==> config.mk <==
export PLATFORM = sky130hd
export DESIGN_NAME = l2_cache_arbiter
export DESIGN_NICKNAME = d
export VERILOG_FILES = /design/src/rtl/l2_cache_arbiter_pkg.sv /design/src/rtl/l2_cache_arbiter_rr.sv /design/src/rtl/one_hot_to_index.sv /design/src/rtl/l2_cache_arbiter.sv
export SDC_FILE = /design/constraint.sdc
export NUM_CORES = 1
export LEC_CHECK = 0
export ABC_AREA = 1
export BUFFER_PORTS_ARGS = -buffer_cell sky130_fd_sc_hd__buf_4
export CAP_MARGIN = 5
export CORE_ASPECT_RATIO = 1.1
export CORE_MARGIN = 5
export CORE_UTILIZATION = 46
export CTS_CLUSTER_DIAMETER = 50
export DETAILED_ROUTE_END_ITERATION = 10
export PLACE_DENSITY = 0.82
export SLEW_MARGIN = 20
export SYNTH_ARGS = -nofsm -noshare
export SYNTH_HDL_FRONTEND = slang
export SYNTH_SLANG_ARGS = --single-unit
==> constraint.sdc <==
create_clock -name clk -period 4.25 [get_ports clk]
set_input_delay 0.6375 -clock clk [delete_from_list [all_inputs] [get_ports clk]]
set_output_delay 0.6375 -clock clk [all_outputs]
set_load 0.005 [all_outputs]
==> src/rtl/l2_cache_arbiter_pkg.sv <==
// Shared L2 front-end definitions: address width, default core count and tracker depth.
package l2_cache_arbiter_pkg;

    localparam int L2_ADDR_WIDTH   = 26;
    localparam int L2_NUM_CORES    = 4;
    localparam int L2_MISS_CREDITS = 16;

endpackage

==> src/rtl/l2_cache_arbiter_rr.sv <==
// Round-robin arbiter: grants the first requester after the previous winner, wrapping around.
module arbiter_rr #(
    parameter int NUM_ENTRIES = 4,
    parameter int INDEX_WIDTH = $clog2(NUM_ENTRIES)
) (
    input  logic                   clk,
    input  logic                   reset_n,
    input  logic [NUM_ENTRIES-1:0] request,
    input  logic                   update_lru,
    output logic [NUM_ENTRIES-1:0] grant
);

    logic [INDEX_WIDTH-1:0] pointer_r;
    logic [INDEX_WIDTH-1:0] next_pointer_s;
    logic [INDEX_WIDTH-1:0] idx_s;

    // Scan downwards so the nearest requester after the pointer is written last and wins
    always_comb begin
        grant          = '0;
        next_pointer_s = pointer_r;
        idx_s          = '0;
        for (int i = NUM_ENTRIES; i >= 1; i--) begin
            idx_s = pointer_r + INDEX_WIDTH'(i);
            if (request[idx_s]) begin
                grant          = '0;
                grant[idx_s]   = 1'b1;
                next_pointer_s = idx_s;
            end else begin
                next_pointer_s = next_pointer_s;
            end
        end
    end

    // Pointer starts at the last entry so entry 0 is first after reset
    always_ff @(posedge clk or negedge reset_n) begin
        if (!reset_n) begin
            pointer_r <= INDEX_WIDTH'(NUM_ENTRIES - 1);
        end else if (update_lru && (|request)) begin
            pointer_r <= next_pointer_s;
        end else begin
            pointer_r <= pointer_r;
        end
    end

endmodule

==> src/rtl/one_hot_to_index.sv <==
// Converts a one-hot (or all-zero) vector into the binary index of its set bit.
module one_hot_to_index #(
    parameter int NUM_SIGNALS = 4,
    parameter int INDEX_WIDTH = $clog2(NUM_SIGNALS)
) (
    input  logic [NUM_SIGNALS-1:0] one_hot,
    output logic [INDEX_WIDTH-1:0] index
);

    // OR together the indices of all set bits; exact for one-hot inputs, zero when idle
    always_comb begin
        index = '0;
        for (int i = 0; i < NUM_SIGNALS; i++) begin
            index = index | (INDEX_WIDTH'(i) & {INDEX_WIDTH{one_hot[i]}});
        end
    end

endmodule

==> src/rtl/l2_cache_arbiter.sv <==
// L2 front end: picks a fill or a round-robin core request each cycle, with miss-credit admission.
module l2_cache_arbiter
    import l2_cache_arbiter_pkg::*;
#(
    parameter int NUM_CORES     = L2_NUM_CORES,
    parameter int MISS_CREDITS  = L2_MISS_CREDITS,
    parameter int CORE_ID_WIDTH = $clog2(NUM_CORES),
    parameter int CREDIT_WIDTH  = $clog2(MISS_CREDITS + 1)
) (
    input  logic                               clk,
    input  logic                               reset_n,
    input  logic [NUM_CORES-1:0]               core_req_valid,
    input  logic [NUM_CORES*L2_ADDR_WIDTH-1:0] core_req_address,
    input  logic [NUM_CORES-1:0]               core_req_store,
    output logic [NUM_CORES-1:0]               core_req_ack,
    input  logic                               fill_valid,
    input  logic [L2_ADDR_WIDTH-1:0]           fill_address,
    output logic                               fill_ack,
    input  logic                               stall_pipeline,
    input  logic                               request_resolved,
    input  logic                               miss_retired,
    output logic                               arb_valid,
    output logic [L2_ADDR_WIDTH-1:0]           arb_address,
    output logic [CORE_ID_WIDTH-1:0]           arb_core,
    output logic                               arb_is_store,
    output logic                               arb_is_l2_fill,
    output logic [CREDIT_WIDTH-1:0]            credits_available
);

    logic                     arb_valid_r;
    logic [L2_ADDR_WIDTH-1:0] arb_address_r;
    logic [CORE_ID_WIDTH-1:0] arb_core_r;
    logic                     arb_is_store_r;
    logic                     arb_is_l2_fill_r;
    logic [CREDIT_WIDTH-1:0]  credits_r;

    logic                     load_s;
    logic                     core_enable_s;
    logic                     fill_grant_s;
    logic                     core_granted_s;
    logic [NUM_CORES-1:0]     core_request_s;
    logic [NUM_CORES-1:0]     core_grant_s;
    logic [CORE_ID_WIDTH-1:0] grant_index_s;
    logic [L2_ADDR_WIDTH-1:0] sel_address_s;
    logic                     sel_store_s;
    logic [CREDIT_WIDTH-1:0]  credit_next_s;

    // Cores compete only when the stage can load, no fill is pending and a miss slot is reserved
    assign load_s         = !arb_valid_r || !stall_pipeline;
    assign fill_grant_s   = reset_n && load_s && fill_valid;
    assign core_enable_s  = reset_n && load_s && !fill_valid && (credits_r != '0);
    assign core_request_s = core_req_valid & {NUM_CORES{core_enable_s}};
    assign core_granted_s = |core_grant_s;

    arbiter_rr #(
        .NUM_ENTRIES (NUM_CORES)
    ) u_arbiter_rr (
        .clk        (clk),
        .reset_n    (reset_n),
        .request    (core_request_s),
        .update_lru (core_granted_s),
        .grant      (core_grant_s)
    );

    one_hot_to_index #(
        .NUM_SIGNALS (NUM_CORES),
        .INDEX_WIDTH (CORE_ID_WIDTH)
    ) u_grant_index (
        .one_hot (core_grant_s),
        .index   (grant_index_s)
    );

    // AND-OR mux of the granted core's address and store flag
    always_comb begin
        sel_address_s = '0;
        sel_store_s   = 1'b0;
        for (int i = 0; i < NUM_CORES; i++) begin
            sel_address_s = sel_address_s | (core_req_address[i*L2_ADDR_WIDTH +: L2_ADDR_WIDTH]
                                             & {L2_ADDR_WIDTH{core_grant_s[i]}});
            sel_store_s   = sel_store_s | (core_req_store[i] & core_grant_s[i]);
        end
    end

    // Resolve, retire and grant all fold into a single update; modular arithmetic keeps it exact
    assign credit_next_s = credits_r + CREDIT_WIDTH'(request_resolved) + CREDIT_WIDTH'(miss_retired)
                           - CREDIT_WIDTH'(core_granted_s);

    // First pipeline stage register
    always_ff @(posedge clk or negedge reset_n) begin
        if (!reset_n) begin
            arb_valid_r      <= 1'b0;
            arb_address_r    <= '0;
            arb_core_r       <= '0;
            arb_is_store_r   <= 1'b0;
            arb_is_l2_fill_r <= 1'b0;
        end else if (fill_grant_s) begin
            arb_valid_r      <= 1'b1;
            arb_address_r    <= fill_address;
            arb_core_r       <= '0;
            arb_is_store_r   <= 1'b0;
            arb_is_l2_fill_r <= 1'b1;
        end else if (core_granted_s) begin
            arb_valid_r      <= 1'b1;
            arb_address_r    <= sel_address_s;
            arb_core_r       <= grant_index_s;
            arb_is_store_r   <= sel_store_s;
            arb_is_l2_fill_r <= 1'b0;
        end else if (load_s) begin
            arb_valid_r      <= 1'b0;
        end else begin
            arb_valid_r      <= arb_valid_r;
        end
    end

    // Miss-credit counter
    always_ff @(posedge clk or negedge reset_n) begin
        if (!reset_n) begin
            credits_r <= CREDIT_WIDTH'(MISS_CREDITS);
        end else begin
            credits_r <= credit_next_s;
        end
    end

    assign core_req_ack      = core_grant_s;
    assign fill_ack          = fill_grant_s;
    assign arb_valid         = arb_valid_r;
    assign arb_address       = arb_address_r;
    assign arb_core          = arb_core_r;
    assign arb_is_store      = arb_is_store_r;
    assign arb_is_l2_fill    = arb_is_l2_fill_r;
    assign credits_available = credits_r;

endmodule

# Yosys cells after proc, flatten, opt, wreduce, memory -nomap -nowiden
# Cells that the tools add are included.
dict set report totals {
  register_bits 38
  in_bits 144
}
dict set report op_classes {
  add_sub_neg 6
  order_cmp 8
  muxes 34
  bitwise 17
  reduce_logical 20
}
# op n
set ops {}
lappend ops {{bitwise AND 26 bit} 4}
lappend ops {{OR 26 bit} 3}
lappend ops {{two-way mux 26 bit} 2}
lappend ops {{two-way mux 4 bit} 4}
lappend ops {{two-way mux 1 bit} 15}
lappend ops {{less-than comparator 2 x 3 -> 1 bit, second input constant} 4}
lappend ops {{adder 5 x 1 -> 5 bit} 2}
lappend ops {{two-way mux 2 bit} 5}
lappend ops {{logical AND 1 bit} 9}
lappend ops {{binary-select mux 1 bit (select 2 bit)} 4}
lappend ops {{demux 1 bit (select 2 bit)} 4}
lappend ops {{greater-or-equal comparator 2 x 1 -> 1 bit, second input constant} 4}
lappend ops {{OR reduction 4 bit} 2}
lappend ops {{nonzero test 3 bit} 2}
lappend ops {{nonzero test 5 bit} 1}
lappend ops {{subtractor 5 x 1 -> 5 bit} 1}
lappend ops {{adder 2 bit, second input constant} 2}
lappend ops {{bitwise AND 1 bit} 4}
lappend ops {{bitwise AND 4 bit} 1}
lappend ops {{logical NOT 1 bit} 3}
lappend ops {{OR 1 bit} 3}
lappend ops {{adder 2 x 1 -> 2 bit, second input constant} 1}
lappend ops {{OR 1 x 2 -> 2 bit} 1}
lappend ops {{OR 2 bit} 1}
lappend ops {{3 further kinds} 3}

# Depth between registers and ports, before layout
dict set report depth {
  ltp_word 18
  depth_mapped 24
  ltp_nobuf 24
}

# Hierarchy
# A second synthesis with hierarchy kept.
dict set report hier_totals {
  cells_unflattened 554
  area_unflattened_um2 3226.8
}
# mod instances cells_per_inst area_per_inst_um2 seq_area_each_um2
set modules_own_cells {}
lappend modules_own_cells {l2_cache_arbiter 1 459 2695.1 902.1}
lappend modules_own_cells {arbiter_rr 1 90 513.0 52.6}
lappend modules_own_cells {one_hot_to_index 1 5 18.8 0.0}

# Worst setup path after synthesis
# Ideal clock, no wire load.
dict set report synth_timing {
  path_kind {register -> register}
  startpoint {register u_arbiter_rr.pointer_r[0]}
  endpoint {register credits_r[4] (netlist: credits_available[4])}
  setup_ps 75
  arrival_time_ps 3416
  required_time_ps 4175
  setup_slack_ps 759
  path_stages_with_launch 19
  path_buffers 0
  synth_period_minus_slack_ps 3491
  path_cell_list {dfstp_2 > inv_2 > ha_1 > inv_1 > nand3_1 > nand2_2 > nand2_1 > nand3_1 > nand2_2 > nor2_2 > nand2_2 > ha_1 > inv_1 > fa_1 > fa_1 > a21oi_1 > nor2_1 > nor2_1 > xor2_1}
}
dict set report synth_via {
  elab_chain_cells 10
  elab_cells_between_ends 37
  cone_classes {add/sub: 4; order compare: 8; mux: 20; reduce/logical: 5}
}
# item line_no
set synth_rtl {}
lappend synth_rtl {{start, declared} l2_cache_arbiter_rr.sv:13} ;# logic [INDEX_WIDTH-1:0] pointer_r;
lappend synth_rtl {{start signal, assigned} l2_cache_arbiter_rr.sv:37} ;# pointer_r <= INDEX_WIDTH'(NUM_ENTRIES - 1);
lappend synth_rtl {{start signal, assigned} l2_cache_arbiter_rr.sv:39} ;# pointer_r <= next_pointer_s;
lappend synth_rtl {{start signal, assigned} l2_cache_arbiter_rr.sv:41} ;# pointer_r <= pointer_r;
lappend synth_rtl {{adder 2 bit, or another cell as far along} l2_cache_arbiter_rr.sv:23} ;# idx_s = pointer_r + INDEX_WIDTH'(i);
lappend synth_rtl {{less-than comparator 2 x 3 -> 1 bit (implied by the code), or another cell as far along} l2_cache_arbiter_rr.sv:26} ;# grant[idx_s] = 1'b1;
lappend synth_rtl {{logical AND 1 bit (implied by the code) / two-way mux 1 bit (equally long branches)} l2_cache_arbiter_rr.sv:26}
lappend synth_rtl {{two-way mux 1 bit (implied by the code) / demux 1 bit (select 2 bit) (equally long branches)} --}
lappend synth_rtl {{demux 1 bit (select 2 bit) / two-way mux 4 bit (equally long branches)} --}
lappend synth_rtl {{two-way mux 4 bit (2 in a row)} l2_cache_arbiter_rr.sv:24} ;# if (request[idx_s]) begin
lappend synth_rtl {{two-way mux 4 bit (*)} l2_cache_arbiter_rr.sv:24}
lappend synth_rtl {{OR reduction 4 bit (*)} l2_cache_arbiter.sv:53} ;# assign core_granted_s = |core_grant_s;
lappend synth_rtl {{subtractor 5 x 1 -> 5 bit (*)} l2_cache_arbiter.sv:86} ;# - CREDIT_WIDTH'(core_granted_s);
lappend synth_rtl {{via credit_next_s[4]} l2_cache_arbiter.sv:46} ;# logic [CREDIT_WIDTH-1:0] credit_next_s;
lappend synth_rtl {{end signal, assigned} l2_cache_arbiter.sv:118} ;# credits_r <= CREDIT_WIDTH'(MISS_CREDITS);
lappend synth_rtl {{end signal, assigned} l2_cache_arbiter.sv:120} ;# credits_r <= credit_next_s;
lappend synth_rtl {{end, declared} l2_cache_arbiter.sv:35} ;# logic [CREDIT_WIDTH-1:0] credits_r;
# Mark *: on every way through the listed nets, which the timed path passes. The rest lies on a longest branch. The select of a mux whose other input is x is not followed.
# A chain may end at the register's enable or synchronous reset.

# Worst setup path in the final report
# Ends and elaborated chain as after synthesis.

==> results.cfg <==
[detailed_routing]
wire_per_inst_um = 15.7
drtIter0Drc = 181
remaining_design_rule_violation_count = 0
route.antenna.remaining_nets = 0
routed_wl_um = 11900
detailedRoute.firstPassIterationCount = 4
vias = 3979
post_drt_via_cell_ratio = 5.26

[synth]
yosys.area_share.simple = 0.533
syn-mean-instance-area_um2 = 6.80
synth_top_cell_area_share = 0.261
synth_adder_area_share = 0.0454
async_flop_share = 1.00
synth.cell_area_um2 = 3360
synth-seq-area-share = 0.284
synthMostInstantiatedCell = nand2_1
synthesis.yosys.warnings = 0
post_synth_edffs = 0
fraction_of_the_mapped_netlist_area_in_compound_gates = 0.00894
yosys.area_share.xor_xnor = 0.0104
netlist.top_cell.by_area = dfrtp_1
syn-instance-count = 494
ys_flop_type = dfrtp_1
yosysUniqueCellTypes = 27
postSynthNetCount = 649
dominant_combinational_cell_family_by_area_after_synthesis = simple AND/OR/NAND/NOR gates
synth-seq-cells = 38
synth.top_cells.by_count = 174 x nand2_1, 71 x nand3_1, 46 x inv_1
ys_top_cells_by_area = dfrtp_1 26%, nand2_1 19%, nand3_1 11%, nand4_1 6.5%, nor3_2 6.0%
synth.area.mux_share = 0

[place]
cell_area_placed_um2 = 4730
place_ws_ns = 0.499
hpwl_after_dpl_um = 9040
rd_place_congestion = 0.843
number_of_input_and_output_port_buffers_inserted = 184

[timing]
finClkSkew_ns = 0.00787
grt_setup_unrepaired = false
finalWorstSetupSlack_ns = 0.482
setup_violations = 0
setup_tns_ns = 0
final.period_utilization = 0.887
worst_max_slew_pin_slew_ns = 0.563
fmax_mhz = 265
period_needed_ns = 3.77
slew_headroom = 0.624
report.final.slew_viol_count = 0
final-hold-violation-count = 0

[setup_path]
worst_ep_arrival_time_ns = 3.99
crit_path_max_incr_delay_ns = 0.64
r2r-end = credits_available[4]
cpMaxStageDelayCell = dfstp_2
reg2reg_from = u_arbiter_rr.pointer_r[0]
peak_fanout_along_the_critical_path = 9
timing.reg2reg.worst_path_depth = 18
timing.critical_path.required_ns = 4.48
critical_path_s_most_frequent_cell = nand2_2
worst_setup_path_start_kind = register
worstSetupEndpointType = register
worst-r2r-setup-slack_ns = 0.48
criticalPathCategory = reg -> reg
worstPathCellList = inv_2, ha_1, inv_1, nand3_1, nand2_2, nand2_1, nand3_1, nand2_2, nor2_2, nand2_2, ha_1, inv_1, fa_1, fa_1, a21oi_1, nor2_1, nor2_1, xor2_1

[final_layout]
seqCellArea_um2 = 955
design_area_um2 = 4820
layout.nets = 825
finish.utilization = 0.680
areaGrowthSynthToFinish_pct = 43.5
antenna_cells_inserted = 0
post_route_cells_drive_above_1_share = 0.376
multi_input_area_um2 = 2010
final.fill_count = 636

[clock_tree]
clk_latency_ns = 0.29
cts.reportedPaths.clkPinSlew_ns = 0.08
tritoncts = built
max-clock-path-buffers = 2
cts-htree-levels = 2
root_buffer = clkbuf_8
cts_num_sinks = 38
cts_hold_buf = 0
post_cts_sizing = 0
tritoncts.num_buffers = 5
post_cts_buffers = 0

[floorplanning]
die-area_um2 = 9110
initial_core_util = 0.474
die-width_um = 91.5
core_um2 = 7090
io_pins = 185
die-height_um = 99.6
placement_rows = 32

[global_route]
grt_pass1_vias = 3870
maximum_number_of_pins_on_one_net_before_global_route_repair = 40
antenna_found_initial = 0
grt_pass1_wl_um = 18900
grt.overflow.total = 0
groute.usage.overall = 0.256

[outcome]
result_of_the_run = completed

[power_and_ir_drop]
peakVddDrop_uv = 702
static-leakage-power_nw = 2.78
power_density_nw_per_um2 = 896

[hold_path]
worst_hold_path_type = in -> async

[job]
count_of_maximum_capacitance_violations = 0
## cell type report
class	count	share of cell area
flip-flops and latches	38	0.198
repair buffers	195	0.304
inverters	50	0.0394
well taps	85	0.0221
clock inverters	2	0.00259
multi-input cells	380	0.417
clock buffers	6	0.0171
## kinds of logic (layout without fill, tap and decap cells)
group                      Yosys count  count (layout)
adders and majority gates           11              11
DFF                                 38              38
buffers and inverters               76             253
and+or+nand+nor                    359             359
xor gates and xnor gates             4               4
AOI/OAI and AO/OA                    6               6
## how the worst max path moves through the flow
stage | from | to | slack, ns | cells after the start
2_1_floorplan | u_arbiter_rr.pointer_r[0] | credits_available[4] | 0.76 | 18
3_3_place_gp | u_arbiter_rr.pointer_r[0] | credits_available[4] | 0.61 | 18
3_5_place_dp | stall_pipeline | credits_available[4] | 0.50 | 21
4_1_cts | u_arbiter_rr.pointer_r[0] | credits_available[4] | 0.47 | 18
5_1_grt | u_arbiter_rr.pointer_r[0] | credits_available[4] | 0.22 | 18
6_report | u_arbiter_rr.pointer_r[0] | credits_available[4] | 0.48 | 18
## cell usage in the layout (no fill, tap or decap), types with 2 or more instances in the layout
master | Yosys | layout
a21oi_1 | 3 | 3
buf_4 | 3 | 195
clkbuf_8 | 0 | 6
dfrtp_1 | 35 | 35
dfstp_2 | 3 | 3
fa_1 | 2 | 2
ha_1 | 9 | 9
inv_1 | 46 | 46
inv_2 | 3 | 3
nand2_1 | 174 | 174
nand2_2 | 10 | 10
nand2_4 | 2 | 2
nand3_1 | 71 | 70
nand3_2 | 2 | 3
nand3_4 | 2 | 2
nand4_1 | 35 | 35
nand4_2 | 2 | 2
nor2_1 | 32 | 32
nor2_8 | 2 | 2
nor3_1 | 6 | 6
nor3_2 | 20 | 20
o21ai_0 | 3 | 3
xor2_1 | 4 | 4
## registers in the layout, summed over array words and instances (netlist names)
signal	flops
arb_is_store	1
arb_valid	1
u_arbiter_rr.pointer_r	2
arb_address	26
arb_is_l2_fill	1
credits_available	5
arb_core	2
## where the power goes
| part | total, W | internal, W | leakage (nW) | switching [W] |
|---|---|---|---|---|
| clock network | 0.000263 | 0.000130 | 0.0472 | 0.000132 |
| logic | 0.00331 | 0.00125 | 2.29 | 0.00206 |
| registers | 0.000748 | 0.000612 | 0.439 | 0.000136 |
## metrics by stage
step	cells	hold slack [ns]	power (W)
2_1_floorplan	494	0.342	0.00320
3_5_place_dp	748	0.497	0.00408
4_1_cts	756	0.428	0.00437
3_3_place_gp	748	0.488	0.00402
5_1_grt	756	0.472	0.00477
6_report	756	0.399	0.00432
## worst max-delay path: cells and delay by family (launching register included)
kind,cells,cell delay (ns)
fa+ha+maj,4,1.47
simple gates,9,1.03
flops,1,0.64
buf+inv,3,0.27
xor+xnor,1,0.16
compound gates,1,0.14
## per-layer routing
metal  GRT usage  vias to the layer above  wire length (um)  share of wire
met1       0.305                     1831              4340           0.37
met3      0.0431                       18              1030          0.087
li1            -                     1957                 -              -
met5           0                        -                 0              0
met2       0.469                      173              6260           0.53
met4      0.0731                        0               220          0.019
No activity file was read; power rests on OpenSTA's default activity.
